`config.mk`:
```
export PLATFORM = sky130hd
export DESIGN_NAME = mm_uart_tx_flat
export DESIGN_NICKNAME = d
export VERILOG_FILES = /design/src/rtl/mm_uart_tx_if.sv /design/src/rtl/mm_uart_tx.sv /design/src/flat_wrapper.sv
export SDC_FILE = /design/constraint.sdc
export NUM_CORES = 1
export LEC_CHECK = 0
export BUFFER_PORTS_ARGS = -buffer_cell sky130_fd_sc_hd__buf_2
export CAP_MARGIN = 40
export CORE_MARGIN = 2
export CORE_UTILIZATION = 45
export DETAILED_ROUTE_END_ITERATION = 16
export PLACE_DENSITY = 0.63
export SLEW_MARGIN = 5
export SYNTH_ARGS = -nofsm -noshare
export SYNTH_HDL_FRONTEND = slang
export SYNTH_SLANG_ARGS = --single-unit
export TNS_END_PERCENT = 1
```
`constraint.sdc`:
```
create_clock -name clk -period 8 [get_ports clk]
set_input_delay 2.4 -clock clk [delete_from_list [all_inputs] [get_ports clk]]
set_output_delay 2.4 -clock clk [all_outputs]
set_load 0.01 [all_outputs]
```
`src/rtl/mm_uart_tx_if.sv`:
```
// Processor-side bus into the memory-mapped UART transmitter.
//   addr     : 16-bit bus address
//   mm_re    : external read strobe from DM decode
//   mm_we    : external write strobe from DM decode
//   wrt_data : 16-bit write data
//   rd_data  : 16-bit registered read data returned by the peripheral
interface mm_uart_tx_if;
    logic [15:0] addr;
    logic        mm_re;
    logic        mm_we;
    logic [15:0] wrt_data;
    logic [15:0] rd_data;

    modport master (output addr, output mm_re, output mm_we, output wrt_data, input rd_data);
    modport slave  (input addr, input mm_re, input mm_we, input wrt_data, output rd_data);
endinterface

```
`src/rtl/mm_uart_tx.sv`:
```
// Memory-mapped UART transmitter (8N1) on the external side of the data memory.
// Registers (relative to BASE_ADDR): +0 TXDATA (write pushes a byte, reads 0),
// +1 STATUS {13'b0, ovf, full, tx_busy} (any write clears ovf), +2 BAUD divisor.
//   clk     : system clock, all logic on posedge
//   rst     : synchronous active-high reset
//   bus     : processor bus (addr, mm_re, mm_we, wrt_data, rd_data)
//   TX      : serial output, idle high
//   tx_busy : FIFO non-empty or frame in flight
module mm_uart_tx #(
    parameter int unsigned FIFO_DEPTH   = 4,
    parameter logic [15:0] BAUD_DEFAULT = 16'd434,
    parameter logic [15:0] BASE_ADDR    = 16'hC000
) (
    input  logic          clk,
    input  logic          rst,
    mm_uart_tx_if.slave   bus,
    output logic          TX,
    output logic          tx_busy
);
    localparam int unsigned PW = $clog2(FIFO_DEPTH);
    localparam int unsigned CW = PW + 1;

    localparam logic [15:0] DATA_ADDR = BASE_ADDR;
    localparam logic [15:0] STAT_ADDR = BASE_ADDR + 16'd1;
    localparam logic [15:0] BAUD_ADDR = BASE_ADDR + 16'd2;

    localparam logic [1:0] IDLE  = 2'd0;
    localparam logic [1:0] START = 2'd1;
    localparam logic [1:0] DATA  = 2'd2;
    localparam logic [1:0] STOP  = 2'd3;

    logic [7:0]    fifo [FIFO_DEPTH];
    logic [PW-1:0] wr_ptr, rd_ptr;
    logic [CW-1:0] count;
    logic          ovf;
    logic [15:0]   baud;
    logic [15:0]   rd_data;

    logic [1:0]    state;
    logic [7:0]    shift;
    logic [2:0]    bit_idx;
    logic [15:0]   div;
    logic [15:0]   baud_cnt;

    logic          mm_sel, hit_data, hit_stat, hit_baud;
    logic          full, push_req, push, pop, bit_end;
    logic [15:0]   rd_next;

    assign mm_sel   = (bus.addr[15:13] != 3'b000);
    assign hit_data = mm_sel && (bus.addr == DATA_ADDR);
    assign hit_stat = mm_sel && (bus.addr == STAT_ADDR);
    assign hit_baud = mm_sel && (bus.addr == BAUD_ADDR);

    // Fullness uses the pre-edge count, so a same-cycle pop never rescues a push.
    assign full     = (count == CW'(FIFO_DEPTH));
    assign push_req = bus.mm_we && hit_data;
    assign push     = push_req && !full;
    assign pop      = (state == IDLE) && (count != '0);
    assign bit_end  = (baud_cnt == div - 16'd1);

    assign tx_busy     = (state != IDLE) || (count != '0);
    assign bus.rd_data = rd_data;

    always_comb begin
        rd_next = '0;
        if (hit_stat)
            rd_next = {13'b0, ovf, full, tx_busy};
        else if (hit_baud)
            rd_next = baud;
    end

    always_comb begin
        case (state)
            START:   TX = 1'b0;
            DATA:    TX = shift[0];
            default: TX = 1'b1;
        endcase
    end

    // Storage only; validity is tracked by the pointers and count.
    always_ff @(posedge clk) begin
        if (push)
            fifo[wr_ptr] <= bus.wrt_data[7:0];
    end

    always_ff @(posedge clk) begin
        if (rst) begin
            rd_data  <= '0;
            wr_ptr   <= '0;
            rd_ptr   <= '0;
            count    <= '0;
            ovf      <= 1'b0;
            baud     <= BAUD_DEFAULT;
            state    <= IDLE;
            shift    <= '0;
            bit_idx  <= '0;
            div      <= 16'd1;
            baud_cnt <= '0;
        end else begin
            // A simultaneous read and write performs only the write.
            if (bus.mm_re && !bus.mm_we)
                rd_data <= rd_next;

            if (push)
                wr_ptr <= wr_ptr + 1'b1;
            if (pop)
                rd_ptr <= rd_ptr + 1'b1;

            case ({push, pop})
                2'b10:   count <= count + 1'b1;
                2'b01:   count <= count - 1'b1;
                default: count <= count;
            endcase

            // Setting on an overflowing push takes priority over a clearing write.
            if (push_req && full)
                ovf <= 1'b1;
            else if (bus.mm_we && hit_stat)
                ovf <= 1'b0;

            if (bus.mm_we && hit_baud)
                baud <= bus.wrt_data;

            case (state)
                IDLE: begin
                    if (pop) begin
                        shift    <= fifo[rd_ptr];
                        div      <= (baud == 16'd0) ? 16'd1 : baud;
                        baud_cnt <= '0;
                        state    <= START;
                    end
                end
                START: begin
                    if (bit_end) begin
                        baud_cnt <= '0;
                        bit_idx  <= '0;
                        state    <= DATA;
                    end else begin
                        baud_cnt <= baud_cnt + 16'd1;
                    end
                end
                DATA: begin
                    if (bit_end) begin
                        baud_cnt <= '0;
                        shift    <= {1'b0, shift[7:1]};
                        bit_idx  <= bit_idx + 3'd1;
                        if (bit_idx == 3'd7)
                            state <= STOP;
                    end else begin
                        baud_cnt <= baud_cnt + 16'd1;
                    end
                end
                default: begin
                    if (bit_end) begin
                        baud_cnt <= '0;
                        state    <= IDLE;
                    end else begin
                        baud_cnt <= baud_cnt + 16'd1;
                    end
                end
            endcase
        end
    end
endmodule
```
`src/flat_wrapper.sv`:
```
// flat-port wrapper written by rule: the top's interface ports become plain ports
module mm_uart_tx_flat 
#(
    parameter int unsigned FIFO_DEPTH   = 4,
    parameter logic [15:0] BAUD_DEFAULT = 16'd434,
    parameter logic [15:0] BASE_ADDR    = 16'hC000
)
  (clk, rst, TX, tx_busy, bus_addr, bus_mm_re, bus_mm_we, bus_wrt_data, bus_rd_data);
  mm_uart_tx_if bus_i ();
  input  logic clk;
  input  logic rst;
  output logic TX;
  output logic tx_busy;
  input wire logic [$bits(bus_i.addr)-1:0] bus_addr;
  input wire logic [$bits(bus_i.mm_re)-1:0] bus_mm_re;
  input wire logic [$bits(bus_i.mm_we)-1:0] bus_mm_we;
  input wire logic [$bits(bus_i.wrt_data)-1:0] bus_wrt_data;
  output wire logic [$bits(bus_i.rd_data)-1:0] bus_rd_data;
  assign bus_i.addr = bus_addr;
  assign bus_i.mm_re = bus_mm_re;
  assign bus_i.mm_we = bus_mm_we;
  assign bus_i.wrt_data = bus_wrt_data;
  assign bus_rd_data = bus_i.rd_data;
  mm_uart_tx #(.FIFO_DEPTH(FIFO_DEPTH), .BAUD_DEFAULT(BAUD_DEFAULT), .BASE_ADDR(BASE_ADDR)) u_core (.clk(clk), .rst(rst), .bus(bus_i), .TX(TX), .tx_busy(tx_busy));
endmodule
```
==> results of run 1 <==
power by group through the flow:
stage / logic, mW / clock network, mW / registers [mW]
floorplan: 0.0644 / 0 / 0.645
global placement: 0.0951 / 0 / 0.646
detailed placement: 0.0991 / 0 / 0.646
CTS: 0.0996 / 0.790 / 0.633
global route: 0.110 / 0.821 / 0.634
finish: 0.0987 / 0.780 / 0.634
synth_stat cells, types with 4 or more instances:
cell type,count
nor3_1,12
dfxtp_1,87
nand3_1,24
nand2b_1,7
nor4_1,6
edfxtp_1,32
xor2_1,11
nor3b_1,10
mux2i_1,12
o31ai_1,4
a31oi_1,5
a21o_1,11
a221oi_1,4
a22oi_1,8
o21ai_0,20
and3_1,10
or4_1,6
xnor2_1,11
nor2_1,27
buf_1,6
a21oi_1,53
and2_1,16
nand2_1,92
mux4_2,8
inv_1,17
clkbuf_1,20
ha_1,12
o22ai_1,7
through the flow:
| stage | hold slack (ns) | cell area [um^2] | setup WS [ns] |
|---|---|---|---|
| after detailed placement | 0.442 | 6010 | 2.83 |
| after global routing | 0.465 | 6620 | 2.97 |
| after floorplan | 0.449 | 5620 | 3.35 |
| after global placement | 0.439 | 5990 | 3.04 |
| after CTS | 0.455 | 6620 | 3.20 |
| final | 0.453 | 6620 | 3.22 |
cells by family after synthesis:
kind of cell | share of synthesized area (%)
AO/OA/AOI/OAI | 14.9
XOR/XNOR | 3.43
adder cells (fa/ha/maj) | 3.03
buffers and inverters | 3.41
flip-flops | 48.1
multiplexers | 5.55
AND/OR/NAND/NOR | 21.6
worst max-delay path by stage:
| stage | from | slack [ns] | end | depth (start not counted) |
|---|---|---|---|---|
| 3_3_place_gp | bus_addr[6] | 3.04 | u_core.count[2] | 13 |
| 4_1_cts | bus_addr[10] | 3.20 | u_core.count[2] | 13 |
| 5_1_grt | bus_addr[6] | 2.97 | u_core.count[2] | 13 |
| 3_5_place_dp | bus_addr[10] | 2.83 | u_core.count[2] | 13 |
| 6_report | bus_addr[10] | 3.22 | u_core.count[2] | 13 |
| 2_1_floorplan | bus_addr[10] | 3.35 | u_core.count[2] | 12 |
flip-flops by register name (all words and copies together) (netlist names), 3 cells and up, named ones only:
register,cells
u_core.fifo,32
u_core.baud,16
u_core.baud_cnt,16
u_core.bus.rd_data,16
u_core.div,16
u_core.shift,8
u_core.bit_idx,3
u_core.count,3
tightest hold or removal path, stage by stage, from the launching register on:
cell     delay [ns]
dfxtp_1        0.31
nand2_1        0.05
a21oi_1        0.05
area by class of cell:
| cell class | instances | share of cell area (%) |
|---|---|---|
| Multi-Input combinational cell | 421 | 41.2 |
| Sequential cell | 119 | 40.8 |
| Clock buffer | 20 | 7.24 |
| Timing Repair Buffer | 57 | 4.46 |
| Tap cell | 168 | 3.17 |
| Clock inverter | 12 | 2.08 |
| Inverter | 19 | 1.08 |
metal layers:
layer | vias to the layer above | track usage (%)
met2 | 110 | 33.3
met4 | 0 | 9.21
met5 | - | 0
met1 | 2155 | 26.2
met3 | 21 | 4.50
li1 | 2216 | -
==> run summary, run 1 <==
Status: completed
Vias in the first global route: 4429
Initial antenna violation count: 0
Routed met3 length: 648 um
P per Cell Area: 228 nW/um^2
Clock skew: 0.00737 ns
Post-CTS setup repair buffer count: 0
Crit path buf inv count: 3
Post-synth EDFFs: 32
Root Buffer: clkbuf_16
Initial DRC Count: 216
Largest net degree at the start of global routing: 69
Cell Int Power: 1.16 mW
Register area share after synthesis: 48.1%
Top FF cell, synth: dfxtp_1
WL final: 12.7 mm
Critical path's top delay family: simple AND/OR/NAND/NOR gates
Clk pwr share: 51.6%
Comb power frac: 6.5%
Critical path class: in -> reg
Die Y: 116 um
Area leader, netlist: dfxtp_1
Reg power frac: 41.9%
Ant. Diodes: 0
Avg Vias per Cell: 5.52
Fin util: 54.7%
# fillers: 1111
Worst endpoint data arrival time: 5.10 ns
Fin. Hold Viols: 0
Mapped Cells: 589
GRT Total Usage: 20.4%
H-tree depth: 4
Final min period: 4.78 ns
Post-DP HPWL: 8.89 mm
Tot Pwr: 1.51 mW
Grt total ovfl: 0
Max cap viols: 0
Worst r2r src: u_core.div[0]
WHS Endpoint: u_core.bus.rd_data[4]
Fraction of layout cells with a size suffix above 1: 17.3%
Crit path max fanout: 7
Placed insts: 784
CTS max path bufs: 2
Most common cell after layout, fill and taps aside: nand2_1
Slowest cell on crit path: nor3b_1
Router iterations before antenna repair: 4
Slowest stage delay, CP: 0.64 ns
WL met1: 5.73 mm
Multi-input gate area: 2730 um^2
Period utilisation layout: 59.7%
First-pass GRT wire length: 21.3 mm
YS warnings: 0
Die width: 116 um
R2R depth: 10
Synth Cell Area: 5620 um^2
Switching Fraction: 23.3%
Leak Pwr: 2.55 nW
Mapped Nets: 638
Initial Util: 46.4%
Post-route DRC: 0
Peak supply drop: 126 uV
Num ports: 54
WP data required: 8.32 ns
Setup violators final: 0
Crit. End Element: flip-flop
Setup slack, reg-to-reg: 4.22 ns
Wirelength per Cell: 15.5 um
Commonest cells after routing, fill and taps aside: 92 x nand2_1, 87 x dfxtp_1, 53 x a21oi_1, 53 x buf_2, 32 x edfxtp_1
Clk_lat worst skew: 0.41 ns
Synth cell types: 65
Final number of max-transition violations: 0
Worst-path clk slew: 0.06 ns
CTS Buf Count: 17
FF+latch area: 2700 um^2
FF-to-FF End: u_core.baud_cnt[7]
GPL Wtd Cong: 0.808
Hold Path Origin: u_core.bus.rd_data[4]
Sw power: 0.352 mW
TritonCTS clock tree: done
FF+latch count, synth: 119
Highest metal used: met4
Worst-margin pin slew: 0.750 ns
Post-CTS Resized: 0
Setup Total Neg Slack: 0 ns
Ranking of synthesized cells by area: dfxtp_1 31%, edfxtp_1 17%, nand2_1 6.1%, a21oi_1 4.7%, mux4_2 3.2%
CP Launch Type: primary input
RSZ-0062 raised after global routing: no
Post-CTS Hold Fix Bufs: 0
Num rows: 40
Critical-path cell list: buf_2, nor4b_1, nand4_1, nor2_1, and2_1, nor3b_1, inv_1, ha_1, inv_1, fa_1, xor2_1, or3_1, a21oi_1
Mean Syn Cell Area: 9.53 um^2
Fmax: 209 MHz
Layout area overhead: 17.9%
Vias: 4502
WHS Path Cells: 2
Routed Antenna Nets: 0
Core box area: 12100 um^2
Clock sinks: 119
Tightest Hold Check Type: reg -> reg
Rel. slew slack: 49.9%
Most common cell on crit path: inv_1
Post-synth top area share: 31.0%
Buffers added on ports: 53
Synth async-reset ratio: 0%
NumNets Final: 684
Final Non-Filler Cells: 816
Die Area: 13400 um^2
Routed wl met2: 6.04 mm
(Power assumes the default switching activity.)
==> inputs of run 2 (changes only) <==
--- a/config.mk
+++ b/config.mk
@@ -5,12 +5,13 @@
 export SDC_FILE = /design/constraint.sdc
 export NUM_CORES = 1
 export LEC_CHECK = 0
+export ABC_AREA = 1
 export BUFFER_PORTS_ARGS = -buffer_cell sky130_fd_sc_hd__buf_2
 export CAP_MARGIN = 40
 export CORE_MARGIN = 2
 export CORE_UTILIZATION = 45
 export DETAILED_ROUTE_END_ITERATION = 16
-export PLACE_DENSITY = 0.63
+export PLACE_DENSITY = 0.66
 export SLEW_MARGIN = 5
 export SYNTH_ARGS = -nofsm -noshare
 export SYNTH_HDL_FRONTEND = slang
==> constraint.sdc (replaced) <==
create_clock -name clk -period 4.25 [get_ports clk]
set_input_delay 1.275 -clock clk [delete_from_list [all_inputs] [get_ports clk]]
set_output_delay 1.275 -clock clk [all_outputs]
set_load 0.01 [all_outputs]
==> run summary, run 2 <==
Initial antenna violation count: 0
Post-route DRC: 0
Placed insts: 965
Dpl cell area: 6290 um^2
Core box area: 12700 um^2
Buffers added on ports: 53
Most common cell after layout, fill and taps aside: nand2_1
Period utilisation layout: 90.0%
Fin. Hold Viols: 0
Vias: 5256
Worst r2r src: u_core.state[0]
Rel. slew slack: 35.3%
GPL Wtd Cong: 0.909
Clock skew: 0.00564 ns
Die Y: 118 um
P per Cell Area: 658 nW/um^2
Setup slack, reg-to-reg: 1.34 ns
Status: completed
Worst-path clk slew: 0.05 ns
Area leader, netlist: dfxtp_1
Die Area: 14000 um^2
Clock sinks: 119
Final Non-Filler Cells: 997
Worst endpoint data arrival time: 2.55 ns
CP Launch Type: flip-flop
Post-CTS Resized: 0
Die width: 118 um
Mean Syn Cell Area: 7.73 um^2
CTS max path bufs: 2
Post-synth EDFFs: 32
Top reg by flops: u_core.fifo
H-tree depth: 4
Design area: 6850 um^2
Fraction of layout cells with a size suffix above 1: 13.2%
WP data required: 2.97 ns
Max cap viols: 0
Post-DP HPWL: 10.2 mm
Max reg flops: 32
Wirelength per Cell: 14.4 um
Tot Pwr: 4.51 mW
Worst-margin pin slew: 0.967 ns
Register area share after synthesis: 46.0%
R2R depth: 11
Routed Antenna Nets: 0
WL final: 14.4 mm
Tightest Hold Check Type: reg -> reg
Commonest cells after routing, fill and taps aside: 152 x nand2_1, 87 x dfxtp_1, 85 x inv_1
Synth top cells by count: 152 x nand2_1, 87 x dfxtp_1, 85 x inv_1, 79 x nor2_1, 77 x a21oi_1
Layout area overhead: 16.7%
Leak Pwr: 2.78 nW
FF+latch count, synth: 119
Crit. End Element: primary output
First-pass GRT wire length: 23.5 mm
Router iterations before antenna repair: 5
Initial Util: 46.4%
FF-to-FF End: u_core.shift[0]
Crit path to: tx_busy
Post-CTS setup repair buffer count: 0
Setup Total Neg Slack: 0 ns
Critical path origin: u_core.state[0]
Post-CTS Hold Fix Bufs: 0
Post-synth top area share: 29.7%
Ant. Diodes: 0
Initial DRC Count: 437
Top FF cell, synth: dfxtp_1
NumNets Final: 861
Ranking of synthesized cells by area: dfxtp_1 30%, edfxtp_1 16%, nand2_1 9.7%, a21oi_1 6.6%, inv_1 5.4%
CTS Buf Count: 17
Fmax: 261 MHz
YS warnings: 0
Synth cell types: 38
GRT Total Usage: 21.1%
Vias in the first global route: 4864
RSZ-0062 raised after global routing: no
Avg Vias per Cell: 5.27
Synth Cell Area: 5870 um^2
Num rows: 41
Most instantiated library cell after synthesis: nand2_1
Mapped Nets: 809
Largest net degree at the start of global routing: 63
Peak supply drop: 403 uV
# fillers: 1183
Clk_lat worst skew: 0.42 ns
Synth async-reset ratio: 0%
Final number of max-transition violations: 0
Root Buffer: clkbuf_16
Setup violators final: 0
Final min period: 3.82 ns
TritonCTS clock tree: done
Num ports: 54
Grt total ovfl: 0
Crit path max fanout: 12
Mapped Cells: 760
Critical path class: reg -> out
-- run 2: logic make-up after synthesis --
| logic type | share of synthesized area (%) |
|---|---|
| DFF | 46.0 |
| and+or+nand+nor | 26.7 |
| xor gates and xnor gates | 3.13 |
| buffers and inverters | 7.29 |
| AOI/OAI and AO/OA | 14.0 |
| adders and majority gates | 2.90 |
-- run 2: per-layer routing --
metal	part of all wire (%)	GRT usage (%)
met1	45	27.2
met2	47	34.2
met3	6.2	5.31
met4	1.8	7.91
met5	0	0
-- run 2: worst max-delay path, stage by stage, from the launching register on --
cell and delay [ns]:
dfxtp_1 0.33, inv_1 0.09, ha_1 0.26, inv_1 0.19, nor2_1 0.78, inv_1 0.10, buf_4 0.22, buf_2 0.15
-- run 2: final cells by class --
class | count | area, um^2 | area share, %
inverters | 89 | 334 | 4.88
clock inverters | 15 | 136 | 1.99
clock buffers | 17 | 425 | 6.21
well taps | 172 | 215 | 3.14
multi-input cells | 528 | 2740 | 40.0
repair buffers | 57 | 295 | 4.31
flip-flops and latches | 119 | 2700 | 39.4
-- run 2: metrics by stage --
stage	setup slack [ns]	util (%)	hold WS (ns)
after floorplan	1.04	-	0.425
after global placement	0.721	49.6	0.445
after detailed placement	0.638	49.6	0.448
after CTS	0.467	54.1	0.456
after global routing	0.263	54.1	0.479
final	0.426	54.1	0.453
-- run 2: worst min-delay path by stage --
stage                                 from                      to  slack (ns)  cells after the start
floorplan                  u_core.shift[0]         u_core.shift[0]        0.43                      2
global placement           u_core.shift[0]         u_core.shift[0]        0.44                      2
detailed placement         u_core.shift[0]         u_core.shift[0]        0.45                      2
CTS                        u_core.shift[0]         u_core.shift[0]        0.46                      2
global route        u_core.bus.rd_data[10]  u_core.bus.rd_data[10]        0.48                      2
finish                     u_core.shift[0]         u_core.shift[0]        0.45                      2
-- run 2: where the power goes --
part           switching, mW  internal (mW)  total [mW]
clock                  0.516          0.850        1.37
combinational           1.17          0.567        1.74
sequential             0.128           1.28        1.41
